$ cat src/rtl/vga_timing_pkg.sv
// Shared VGA timing constants and the sync/blank triple carried through the delay line.
// Defaults describe 640x480 at 60 Hz with a 25 MHz pixel rate from a 50 MHz Clk.
package vga_timing_pkg;

  localparam int H_VISIBLE = 640;
  localparam int H_FP      = 16;
  localparam int H_SYNC    = 96;
  localparam int H_BP      = 48;
  localparam int H_TOTAL   = H_VISIBLE + H_FP + H_SYNC + H_BP;

  localparam int V_VISIBLE = 480;
  localparam int V_FP      = 10;
  localparam int V_SYNC    = 2;
  localparam int V_BP      = 33;
  localparam int V_TOTAL   = V_VISIBLE + V_FP + V_SYNC + V_BP;

  // Sync pulse windows are half-open: [START, END)
  localparam int HS_START  = H_VISIBLE + H_FP;
  localparam int HS_END    = HS_START + H_SYNC;
  localparam int VS_START  = V_VISIBLE + V_FP;
  localparam int VS_END    = VS_START + V_SYNC;

  localparam int PIX_DIV    = 2;
  localparam int PIPE_DELAY = 2;

  typedef struct packed {
    logic hs;
    logic vs;
    logic blank_n;
  } sync_t;

  localparam sync_t SYNC_IDLE = '{hs: 1'b1, vs: 1'b1, blank_n: 1'b0};

endpackage

$ cat src/rtl/vga_timing_gen_if.sv
// Pixel-position and VGA control bundle between the timing master and color_mapper.
// pix_en qualifies DrawX/DrawY: the mapper takes a new pixel on each Clk edge where pix_en is high; there is no back-pressure.
interface vga_timing_gen_if;

  logic [9:0] DrawX;
  logic [9:0] DrawY;
  logic       pix_en;
  logic       frame_start;
  logic       VGA_CLK;
  logic       VGA_HS;
  logic       VGA_VS;
  logic       VGA_BLANK_N;
  logic       VGA_SYNC_N;

  modport master (
    output DrawX, DrawY, pix_en, frame_start,
    output VGA_CLK, VGA_HS, VGA_VS, VGA_BLANK_N, VGA_SYNC_N
  );

  modport slave (
    input DrawX, DrawY, pix_en, frame_start,
    input VGA_CLK, VGA_HS, VGA_VS, VGA_BLANK_N, VGA_SYNC_N
  );

endinterface

$ cat src/rtl/vga_sync_delay.sv
// Fixed-depth shift register that holds HS/VS/BLANK_N back by the mapper's RGB latency.
// Reset fills every stage with the idle triple so no partial sync pulse leaks out.
module vga_sync_delay
  import vga_timing_pkg::*;
#(
  parameter int DEPTH = 2
) (
  input  logic  Clk,
  input  logic  Reset_n,
  input  sync_t i_sync,
  output sync_t o_sync
);

  sync_t r_pipe [DEPTH];

  always_ff @(posedge Clk or negedge Reset_n) begin
    if (!Reset_n) begin
      for (int i = 0; i < DEPTH; i++) r_pipe[i] <= SYNC_IDLE;
    end else begin
      r_pipe[0] <= i_sync;
      for (int i = 1; i < DEPTH; i++) r_pipe[i] <= r_pipe[i-1];
    end
  end

  assign o_sync = r_pipe[DEPTH-1];

endmodule

$ cat src/rtl/vga_timing_gen.sv
// VGA pixel-timing master: pixel-rate divider, scan counters, sync/blank decode and
// a delay line aligning sync/blank with the mapper's registered RGB path.
module vga_timing_gen
  import vga_timing_pkg::*;
#(
  parameter int H_VISIBLE  = vga_timing_pkg::H_VISIBLE,
  parameter int H_FP       = vga_timing_pkg::H_FP,
  parameter int H_SYNC     = vga_timing_pkg::H_SYNC,
  parameter int H_BP       = vga_timing_pkg::H_BP,
  parameter int V_VISIBLE  = vga_timing_pkg::V_VISIBLE,
  parameter int V_FP       = vga_timing_pkg::V_FP,
  parameter int V_SYNC     = vga_timing_pkg::V_SYNC,
  parameter int V_BP       = vga_timing_pkg::V_BP,
  parameter int PIX_DIV    = vga_timing_pkg::PIX_DIV,
  parameter int PIPE_DELAY = vga_timing_pkg::PIPE_DELAY
) (
  input  logic              Clk,
  input  logic              Reset_n,
  vga_timing_gen_if.master  vga
);

  localparam int DW = (PIX_DIV > 1) ? $clog2(PIX_DIV) : 1;

  localparam logic [9:0] H_LAST   = 10'(H_VISIBLE + H_FP + H_SYNC + H_BP - 1);
  localparam logic [9:0] V_LAST   = 10'(V_VISIBLE + V_FP + V_SYNC + V_BP - 1);
  localparam logic [9:0] L_HS_BEG = 10'(H_VISIBLE + H_FP);
  localparam logic [9:0] L_HS_END = 10'(H_VISIBLE + H_FP + H_SYNC);
  localparam logic [9:0] L_VS_BEG = 10'(V_VISIBLE + V_FP);
  localparam logic [9:0] L_VS_END = 10'(V_VISIBLE + V_FP + V_SYNC);
  localparam logic [9:0] L_H_VIS  = 10'(H_VISIBLE);
  localparam logic [9:0] L_V_VIS  = 10'(V_VISIBLE);

  logic [DW-1:0] r_div;
  logic [DW-1:0] w_div_next;
  logic          w_pix_en;
  logic          r_vga_clk;
  logic [9:0]    r_x;
  logic [9:0]    r_y;
  logic          r_frame_start;
  sync_t         w_raw;
  sync_t         w_dly;

  assign w_pix_en   = (r_div == DW'(PIX_DIV - 1));
  assign w_div_next = w_pix_en ? '0 : r_div + 1'b1;

  // VGA_CLK is registered from the next divider value so it tracks div >= PIX_DIV/2 in the same cycle
  always_ff @(posedge Clk or negedge Reset_n) begin
    if (!Reset_n) begin
      r_div     <= '0;
      r_vga_clk <= 1'b0;
    end else begin
      r_div     <= w_div_next;
      r_vga_clk <= (w_div_next >= DW'(PIX_DIV / 2));
    end
  end

  always_ff @(posedge Clk or negedge Reset_n) begin
    if (!Reset_n) begin
      r_x           <= '0;
      r_y           <= '0;
      r_frame_start <= 1'b0;
    end else begin
      r_frame_start <= w_pix_en && (r_x == H_LAST) && (r_y == V_LAST);
      if (w_pix_en) begin
        if (r_x == H_LAST) begin
          r_x <= '0;
          r_y <= (r_y == V_LAST) ? 10'd0 : r_y + 10'd1;
        end else begin
          r_x <= r_x + 10'd1;
        end
      end
    end
  end

  always_comb begin
    w_raw         = SYNC_IDLE;
    w_raw.hs      = !((r_x >= L_HS_BEG) && (r_x < L_HS_END));
    w_raw.vs      = !((r_y >= L_VS_BEG) && (r_y < L_VS_END));
    w_raw.blank_n = (r_x < L_H_VIS) && (r_y < L_V_VIS);
  end

  vga_sync_delay #(
    .DEPTH (PIPE_DELAY)
  ) u_sync_delay (
    .Clk     (Clk),
    .Reset_n (Reset_n),
    .i_sync  (w_raw),
    .o_sync  (w_dly)
  );

  assign vga.DrawX       = r_x;
  assign vga.DrawY       = r_y;
  assign vga.pix_en      = w_pix_en;
  assign vga.frame_start = r_frame_start;
  assign vga.VGA_CLK     = r_vga_clk;
  assign vga.VGA_HS      = w_dly.hs;
  assign vga.VGA_VS      = w_dly.vs;
  assign vga.VGA_BLANK_N = w_dly.blank_n;
  assign vga.VGA_SYNC_N  = 1'b0;

endmodule

$ cat src/flat_wrapper.sv
// flat-port wrapper written by rule: the top's interface ports become plain ports
module vga_timing_gen_flat import vga_timing_pkg::*;
#(
  parameter int H_VISIBLE  = vga_timing_pkg::H_VISIBLE,
  parameter int H_FP       = vga_timing_pkg::H_FP,
  parameter int H_SYNC     = vga_timing_pkg::H_SYNC,
  parameter int H_BP       = vga_timing_pkg::H_BP,
  parameter int V_VISIBLE  = vga_timing_pkg::V_VISIBLE,
  parameter int V_FP       = vga_timing_pkg::V_FP,
  parameter int V_SYNC     = vga_timing_pkg::V_SYNC,
  parameter int V_BP       = vga_timing_pkg::V_BP,
  parameter int PIX_DIV    = vga_timing_pkg::PIX_DIV,
  parameter int PIPE_DELAY = vga_timing_pkg::PIPE_DELAY
)
  (Clk, Reset_n, vga_DrawX, vga_DrawY, vga_pix_en, vga_frame_start, vga_VGA_CLK, vga_VGA_HS, vga_VGA_VS, vga_VGA_BLANK_N, vga_VGA_SYNC_N);
  vga_timing_gen_if vga_i ();
  input  logic Clk;
  input  logic Reset_n;
  output wire logic [$bits(vga_i.DrawX)-1:0] vga_DrawX;
  output wire logic [$bits(vga_i.DrawY)-1:0] vga_DrawY;
  output wire logic [$bits(vga_i.pix_en)-1:0] vga_pix_en;
  output wire logic [$bits(vga_i.frame_start)-1:0] vga_frame_start;
  output wire logic [$bits(vga_i.VGA_CLK)-1:0] vga_VGA_CLK;
  output wire logic [$bits(vga_i.VGA_HS)-1:0] vga_VGA_HS;
  output wire logic [$bits(vga_i.VGA_VS)-1:0] vga_VGA_VS;
  output wire logic [$bits(vga_i.VGA_BLANK_N)-1:0] vga_VGA_BLANK_N;
  output wire logic [$bits(vga_i.VGA_SYNC_N)-1:0] vga_VGA_SYNC_N;
  assign vga_DrawX = vga_i.DrawX;
  assign vga_DrawY = vga_i.DrawY;
  assign vga_pix_en = vga_i.pix_en;
  assign vga_frame_start = vga_i.frame_start;
  assign vga_VGA_CLK = vga_i.VGA_CLK;
  assign vga_VGA_HS = vga_i.VGA_HS;
  assign vga_VGA_VS = vga_i.VGA_VS;
  assign vga_VGA_BLANK_N = vga_i.VGA_BLANK_N;
  assign vga_VGA_SYNC_N = vga_i.VGA_SYNC_N;
  vga_timing_gen #(.H_VISIBLE(H_VISIBLE), .H_FP(H_FP), .H_SYNC(H_SYNC), .H_BP(H_BP), .V_VISIBLE(V_VISIBLE), .V_FP(V_FP), .V_SYNC(V_SYNC), .V_BP(V_BP), .PIX_DIV(PIX_DIV), .PIPE_DELAY(PIPE_DELAY)) u_core (.Clk(Clk), .Reset_n(Reset_n), .vga(vga_i));
endmodule
$ cat config.mk
export PLATFORM = sky130hd
export DESIGN_NAME = vga_timing_gen_flat
export DESIGN_NICKNAME = d
export VERILOG_FILES = /design/src/rtl/vga_timing_pkg.sv /design/src/rtl/vga_timing_gen_if.sv /design/src/rtl/vga_sync_delay.sv /design/src/rtl/vga_timing_gen.sv /design/src/flat_wrapper.sv
export SDC_FILE = /design/constraint.sdc
export NUM_CORES = 1
export LEC_CHECK = 0
export CAP_MARGIN = 5
export CORE_MARGIN = 3
export CORE_UTILIZATION = 45
export DETAILED_ROUTE_END_ITERATION = 6
export PLACE_DENSITY = 0.75
export SETUP_SLACK_MARGIN = 0.1
export SYNTH_ARGS = -nofsm -noshare
export SYNTH_HDL_FRONTEND = slang
export SYNTH_SLANG_ARGS = --single-unit
$ cat constraint.sdc
create_clock -name Clk -period 1.7 [get_ports Clk]
set_input_delay 0.17 -clock Clk [delete_from_list [all_inputs] [get_ports Clk]]
set_output_delay 0.17 -clock Clk [all_outputs]
set_load 0.05 [all_outputs]
==> results of run 1 <==
registers in the layout, summed over array words and instances (netlist names):
register and flops:
u_core.vga.DrawY 10, u_core.vga.DrawX 10, u_core.vga.pix_en 1, u_core.vga.frame_start 1, u_core.u_sync_delay.o_sync 3, u_core.u_sync_delay.r_pipe 3
layout make-up:
class	count	share of cell area, %
Sequential cell	28	38.5
Multi-Input combinational cell	86	35.4
Timing Repair Buffer	50	20.3
Tap cell	31	2.05
Clock inverter	1	1.59
Clock buffer	3	1.19
Inverter	5	0.993
per-stage QoR:
| stage | TNS [ns] | std cells | instance area, um2 | hold WS (ns) |
|---|---|---|---|---|
| 2_1_floorplan | -0.342 | 124 | 1430 | -0.126 |
| 3_3_place_gp | 0 | 195 | 1770 | 0.337 |
| 3_5_place_dp | 0 | 195 | 1770 | 0.347 |
| 4_1_cts | 0 | 202 | 1840 | 0.177 |
| 5_1_grt | -0.361 | 204 | 1890 | 0.169 |
| 6_report | 0 | 204 | 1890 | 0.163 |
power groups by stage:
stage / logic [mW] / clock network (mW) / registers (mW)
floorplan: 0.00658 / 0 / 0.679
global placement: 0.0218 / 0 / 0.679
detailed placement: 0.0224 / 0 / 0.679
CTS: 0.0223 / 0.462 / 0.667
global route: 0.0236 / 0.496 / 0.667
finish: 0.0210 / 0.459 / 0.667
cell families (layout without fill, tap and decap cells):
family	after synthesis	after routing	synth area share (%)
other	1	1	0.276
buffers and inverters	10	59	3.50
AND/OR/NAND/NOR	54	54	24.9
adder cells (fa/ha/maj)	4	4	3.69
AO/OA/AOI/OAI	15	15	7.37
XOR/XNOR	9	9	5.81
multiplexers	3	3	2.49
flip-flops	28	28	52.0
critical path, cell delays in order, from the launching register on:
cell and delay [ns]:
dfrtp_2 0.43, or4_4 0.57, nor4_4 0.27, o21ai_1 0.12, a22o_1 0.22
layout by cell type (no fill, tap or decap), types with 3 or more instances in the layout:
master / synthesis / layout
ha_1: 4 / 3
buf_4: 2 / 47
dfstp_2: 4 / 4
nand4_1: 5 / 5
and3_1: 4 / 4
clkbuf_4: 0 / 3
nor2_1: 9 / 8
dfrtp_1: 24 / 7
and4_1: 3 / 3
xor2_1: 3 / 3
nand3_1: 5 / 3
dfrtp_2: 0 / 17
nand2_1: 11 / 9
inv_1: 5 / 5
or4_4: 3 / 3
xnor2_1: 6 / 6
routing by layer:
layer / share of wire, % / GRT usage [%]
met5: 0 / 0
met4: 1.7 / 7.74
met3: 2.9 / 3.40
met1: 45 / 24.8
met2: 50 / 30.8
worst min-delay path by stage:
stage | cells after the start | end
final | 2 | u_core.u_sync_delay.o_sync[0]
after global routing | 2 | u_core.u_sync_delay.o_sync[0]
after CTS | 2 | u_core.u_sync_delay.o_sync[0]
after detailed placement | 0 | u_core.u_sync_delay.o_sync[2]
after global placement | 0 | u_core.u_sync_delay.o_sync[0]
after floorplan | 0 | u_core.u_sync_delay.o_sync[0]
cell usage after synthesis, drive strengths merged, types with 3 or more instances:
cell type	number	area share (%)
mux2	3	2.5
ha	4	3.7
dfstp	4	7.7
nor2	9	2.5
nand2	11	3.0
and4	3	1.9
and3	4	1.8
dfrtp	24	44
nor3	3	1.1
xnor2	6	3.9
or4	3	2.5
o21ai	5	1.8
xor2	3	1.9
nand4	5	2.3
nand3	5	1.8
inv	5	1.4
buf	3	1.5
timing repair:
action,4_1_cts,5_1_grt
gates resized for setup,2,5
buffers inserted,3,2
pin swaps,1,3
endpoints found under the setup margin,8,15
==> results.json, run 1 <==
{
  "insertion_delay_ns": 0.36,
  "ir_worst_vdd_uv": 410,
  "grt_use_total_pct": 18.9,
  "root_buffer": "clkbuf_4",
  "cp-end-kind": "flip-flop",
  "final_net_count": 180,
  "outcome": "complete, no violations",
  "ant_nets": 0,
  "skew_ns": 0.0129,
  "grt_max_degree": 29,
  "min_path_type": "input pin to async pin",
  "grt_setup_unrepaired": "yes",
  "dieArea_mm2": 0.00371,
  "power.switching_mw": 0.237,
  "fp-row-count": 19,
  "synth.distinct_cells": 36,
  "syn_inst": 124,
  "cts_buffer_depth": 2,
  "path_clk_slew_ns": 0.17,
  "diodes": 0,
  "syn_nets": 130,
  "ioPinCount": 29,
  "critPathKind": "flip-flop to flip-flop",
  "seq_area_um2": 727,
  "htree_levels": 1,
  "max_freq_ghz": 0.589,
  "gp_congestion": 0.835,
  "postLayoutCoreUtil_pct": 67.4,
  "cp_data_required_time_ns": 1.97,
  "syn_area_per_cell_um2": 10.9,
  "grt_overflow": 0,
  "swShare_pct": 20.7,
  "postCtsHoldBufs": 0,
  "drive_gt1_share_pct": 53.2,
  "chipHeight_um": 60.9,
  "synthArstFlopShare_pct": 100,
  "combPwrFrac_pct": 1.8,
  "r2r_slack_ns": 0.002,
  "pre_cts_slack_ns": 0.00954,
  "num_vias": 1143,
  "syn_area_mm2": 0.00136,
  "multiInputGateArea_um2": 669,
  "routed_wirelength_mm": 3.20,
  "fin_ws_ns": 0.00178,
  "cap_violations": 0,
  "cp_data_arrival_time_ns": 1.97,
  "startpoint": "u_core.vga.DrawY[6]",
  "fin_crit_ns": 1.70,
  "yosysWarnings": 0,
  "drt_first_pass_iters": 4,
  "via_per_inst": 5.60,
  "grt_pass1_vias": 1162,
  "cts_sinks": 28,
  "antenna_found_initial": 0,
  "tritoncts": "done",
  "drtIter0Drc": 34,
  "powerDensity_mw_per_mm2": 607,
  "finalSetupViolations": 0,
  "nFillCells": 205,
  "worstReg2RegStart": "u_core.vga.DrawY[6]",
  "start_util_pct": 48.4,
  "cts_buffers": 3,
  "reg2regPathDepth": 4,
  "crit_fanout": 5,
  "synth_enable_flop_cells": 0,
  "yosysSeqAreaShare_pct": 52.0,
  "finalHoldViolCount": 0,
  "place.detailed.hpwl_mm": 2.25,
  "r2r_end": "u_core.vga.DrawY[3]",
  "portBuffers": 27,
  "startpoint_type": "flip-flop",
  "pwr-share-seq_pct": 58.2,
  "die_x_um": 60.9,
  "fin_crit_sh_pct": 99.9,
  "post_drt_wl_per_cell_um": 15.7,
  "core_mm2": 0.00281,
  "synthFlopType": "dfrtp_1",
  "area_delta_synth_final_pct": 39.2,
  "clkPwrFrac_pct": 40.0,
  "endpoint": "u_core.vga.DrawY[3]",
  "slew_viol_final": 0,
  "finalPower_mw": 1.15,
  "drc": 0,
  "p_leak_nw": 0.860,
  "ys_ff_latch": 28,
  "intPower_mw": 0.909,
  "grt_pass1_wl_mm": 5.22
}
Power figures use the tool's default switching activity.
==> run 2: changes to the inputs <==
--- a/config.mk
+++ b/config.mk
@@ -5,6 +5,7 @@
 export SDC_FILE = /design/constraint.sdc
 export NUM_CORES = 1
 export LEC_CHECK = 0
+export ABC_CLOCK_PERIOD_IN_PS = 1700
 export CAP_MARGIN = 5
 export CORE_MARGIN = 3
 export CORE_UTILIZATION = 45
==> results of run 2 <==
The final DEF is identical to that of run 1; final timing and power are the same.
==> run 3: changes to the inputs <==
--- a/config.mk
+++ b/config.mk
@@ -5,10 +5,12 @@
 export SDC_FILE = /design/constraint.sdc
 export NUM_CORES = 1
 export LEC_CHECK = 0
+export ABC_AREA = 1
 export ABC_CLOCK_PERIOD_IN_PS = 1700
 export CAP_MARGIN = 5
 export CORE_MARGIN = 3
-export CORE_UTILIZATION = 45
+export CORE_UTILIZATION = 46
+export CTS_CLUSTER_SIZE = 25
 export DETAILED_ROUTE_END_ITERATION = 6
 export PLACE_DENSITY = 0.75
 export SETUP_SLACK_MARGIN = 0.1
==> run 3 against run 2 <==
  * Synthesized cell count up 47%
  * Die area is 6.1% higher
  * Clock power decreased by 39%
  * Design area shrank 3.6%
  * Combinational power about the same
  * Non-clock buffer count down 19
  * Register-to-register slack better by 0.19 ns
  * First-iteration DRC count grew 110%
  * Critical path depth grew 4
  * Sequential power about the same
  * Worst hold slack better by 0.030 ns
  * Clock-buffer cell count increased by 1
  * Critical path type unchanged
  * Largest cell class unchanged
  * Largest power group unchanged
==> results.json, run 3 <==
{
  "outcome": "complete, no violations",
  "htree_levels": 1,
  "fin_crit_ns": 1.50,
  "die_x_um": 62.8,
  "yosysTopAreaCell": "dfrtp_1",
  "post_drt_wl_per_cell_um": 12.8,
  "cpPeakStageDelay_ns": 0.43,
  "final_net_count": 222,
  "tritoncts": "done",
  "critPathKind": "flip-flop to flip-flop",
  "cap_violations": 0,
  "place_inst": 251,
  "synth.top_cell.area_share_pct": 40.5,
  "num_vias": 1288,
  "placed_area_mm2": 0.00175,
  "drc": 0,
  "synth_commonest_cells": "nand2_1 (46), nor2_1 (25), dfrtp_1 (24)",
  "synth_area_leaders": "dfrtp_1 (41%), nand2_1 (12%), dfstp_2 (7.1%), nor2_1 (6.3%), nand3_1 (5.7%)",
  "yosysSeqAreaShare_pct": 47.6,
  "ir_worst_vdd_uv": 372,
  "synth_enable_flop_cells": 0,
  "finalHoldViolCount": 0,
  "syn_area_mm2": 0.00148,
  "final_cell_mix": "nand2_1 (45), buf_4 (28), nor2_1 (25)",
  "startpoint_type": "flip-flop",
  "syn_nets": 188,
  "grt_pass1_wl_mm": 5.55,
  "setup_tns_ns": 0,
  "antenna_found_initial": 0,
  "min_path_type": "input pin to async pin",
  "slew_viol_final": 0,
  "grt_pass1_vias": 1203,
  "grt_setup_unrepaired": "no",
  "grt_use_total_pct": 17.2,
  "drive_gt1_share_pct": 25.1,
  "ant_nets": 0,
  "grt_max_degree": 29,
  "root_buffer": "clkbuf_4",
  "cpMaxStageDelayCell": "dfrtp_2",
  "cts_sinks": 28,
  "reg2regPathDepth": 8,
  "core_mm2": 0.00290,
  "routed_wirelength_mm": 3.29,
  "skew_ns": 0.00457,
  "crit_fanout": 8,
  "ioPinCount": 29,
  "ys_ff_latch": 28,
  "place.detailed.hpwl_mm": 2.40,
  "p_leak_nw": 0.842,
  "critPathTopFamily": "simple AND/OR/NAND/NOR gates",
  "path_buf_inv": 1,
  "drtIter0Drc": 73,
  "cts_buffer_depth": 2,
  "start_util_pct": 51.1,
  "drt_first_pass_iters": 6,
  "gp_congestion": 0.869,
  "insertion_delay_ns": 0.33,
  "synth.distinct_cells": 27,
  "diodes": 0,
  "cp_data_arrival_time_ns": 1.74,
  "cts_buffers": 3,
  "dieArea_mm2": 0.00394,
  "synthArstFlopShare_pct": 100,
  "cp-end-kind": "flip-flop",
  "finalSetupViolations": 0,
  "max_freq_ghz": 0.665,
  "powerDensity_mw_per_mm2": 532,
  "syn_inst": 182,
  "path_clk_slew_ns": 0.14,
  "chipHeight_um": 62.8,
  "synthFlopType": "dfrtp_1",
  "design_area_mm2": 0.00182,
  "final_common_cell": "nand2_1",
  "path_depth": 8,
  "grt_overflow": 0,
  "pre_cts_slack_ns": 0.201,
  "area_delta_synth_final_pct": 23.0,
  "crit_chain": "ha_4 > nand2_2 > nor2_4 > nand4_4 > nor2_8 > inv_6 > nand2_1 > o21ai_2",
  "yosysWarnings": 0,
  "synth.most_common_cell": "nand2_1",
  "fin_ws_ns": 0.196,
  "fp-row-count": 19,
  "fin_crit_sh_pct": 88.5,
  "cp_data_required_time_ns": 1.94,
  "final_cells": 257,
  "postCtsHoldBufs": 0,
  "portBuffers": 27,
  "via_per_inst": 5.01,
  "syn_area_per_cell_um2": 8.14
}
run 3: final timing paths:
check / slack [ns] / end / startpoint
max: 0.20 / u_core.vga.DrawY[2] / u_core.vga.DrawX[0]
min: 0.19 / u_core.vga.DrawY[9] / Reset_n
max reg2reg: 0.20 / u_core.vga.DrawY[2] / u_core.vga.DrawX[0]
min reg2reg: 0.37 / u_core.u_sync_delay.o_sync[1] / u_core.u_sync_delay.r_pipe[4]
max in group asynchronous: 1.20 / u_core.u_sync_delay.r_pipe[4] / Reset_n
min in group Clk: 0.37 / u_core.u_sync_delay.o_sync[1] / u_core.u_sync_delay.r_pipe[4]
run 3: cells by family (layout without fill, tap and decap cells):
logic type | Yosys count | count (layout) | synth area share, %
AND/OR/NAND/NOR | 105 | 106 | 33.3
flip-flops | 28 | 28 | 47.6
buffers and inverters | 27 | 59 | 7.77
AO/OA/AOI/OAI | 13 | 13 | 5.32
adder cells (fa/ha/maj) | 4 | 4 | 3.38
XOR/XNOR | 4 | 4 | 2.37
other | 1 | 1 | 0.253
run 3: layout make-up:
cell class / count / area (um2)
clock buffer: 4 / 26.3
fill: 259 / 1080
tap: 42 / 52.6
inverter: 24 / 95.1
timing repair buffer: 31 / 238
sequential: 28 / 709
multi-input combinational: 128 / 701
run 3: per-layer routing:
layer  vias up  track usage [%]  share of wire, %
met5         -                0                 0
met4         0             6.61               2.0
met3         9             2.52               4.5
met2        39             28.2                49
met1       598             22.9                44
li1        642                -                 -
run 3: stage by stage:
stage                     utilization [%]  hold WS (ns)  total power [mW]
after global routing                 62.8         0.203              1.01
after CTS                            61.2         0.195             0.983
after detailed placement             60.4         0.344             0.701
after global placement               60.4         0.332             0.700
after floorplan                         -        -0.126             0.685
final                                62.8         0.193             0.969
run 3: power breakdown:
part | internal [mW] | total [mW] | switching (mW)
sequential | 0.667 | 0.667 | 0
clock | 0.0921 | 0.281 | 0.189
combinational | 0.00351 | 0.0209 | 0.0173
total | 0.762 | 0.969 | 0.207
run 3: repair_timing:
item,in CTS,in global routing
gates cloned,0,1
gates resized for setup,2,5
buffers inserted,0,1
pin swaps,0,2
hold endpoints to repair,0,0
endpoints found under the setup margin,2,9
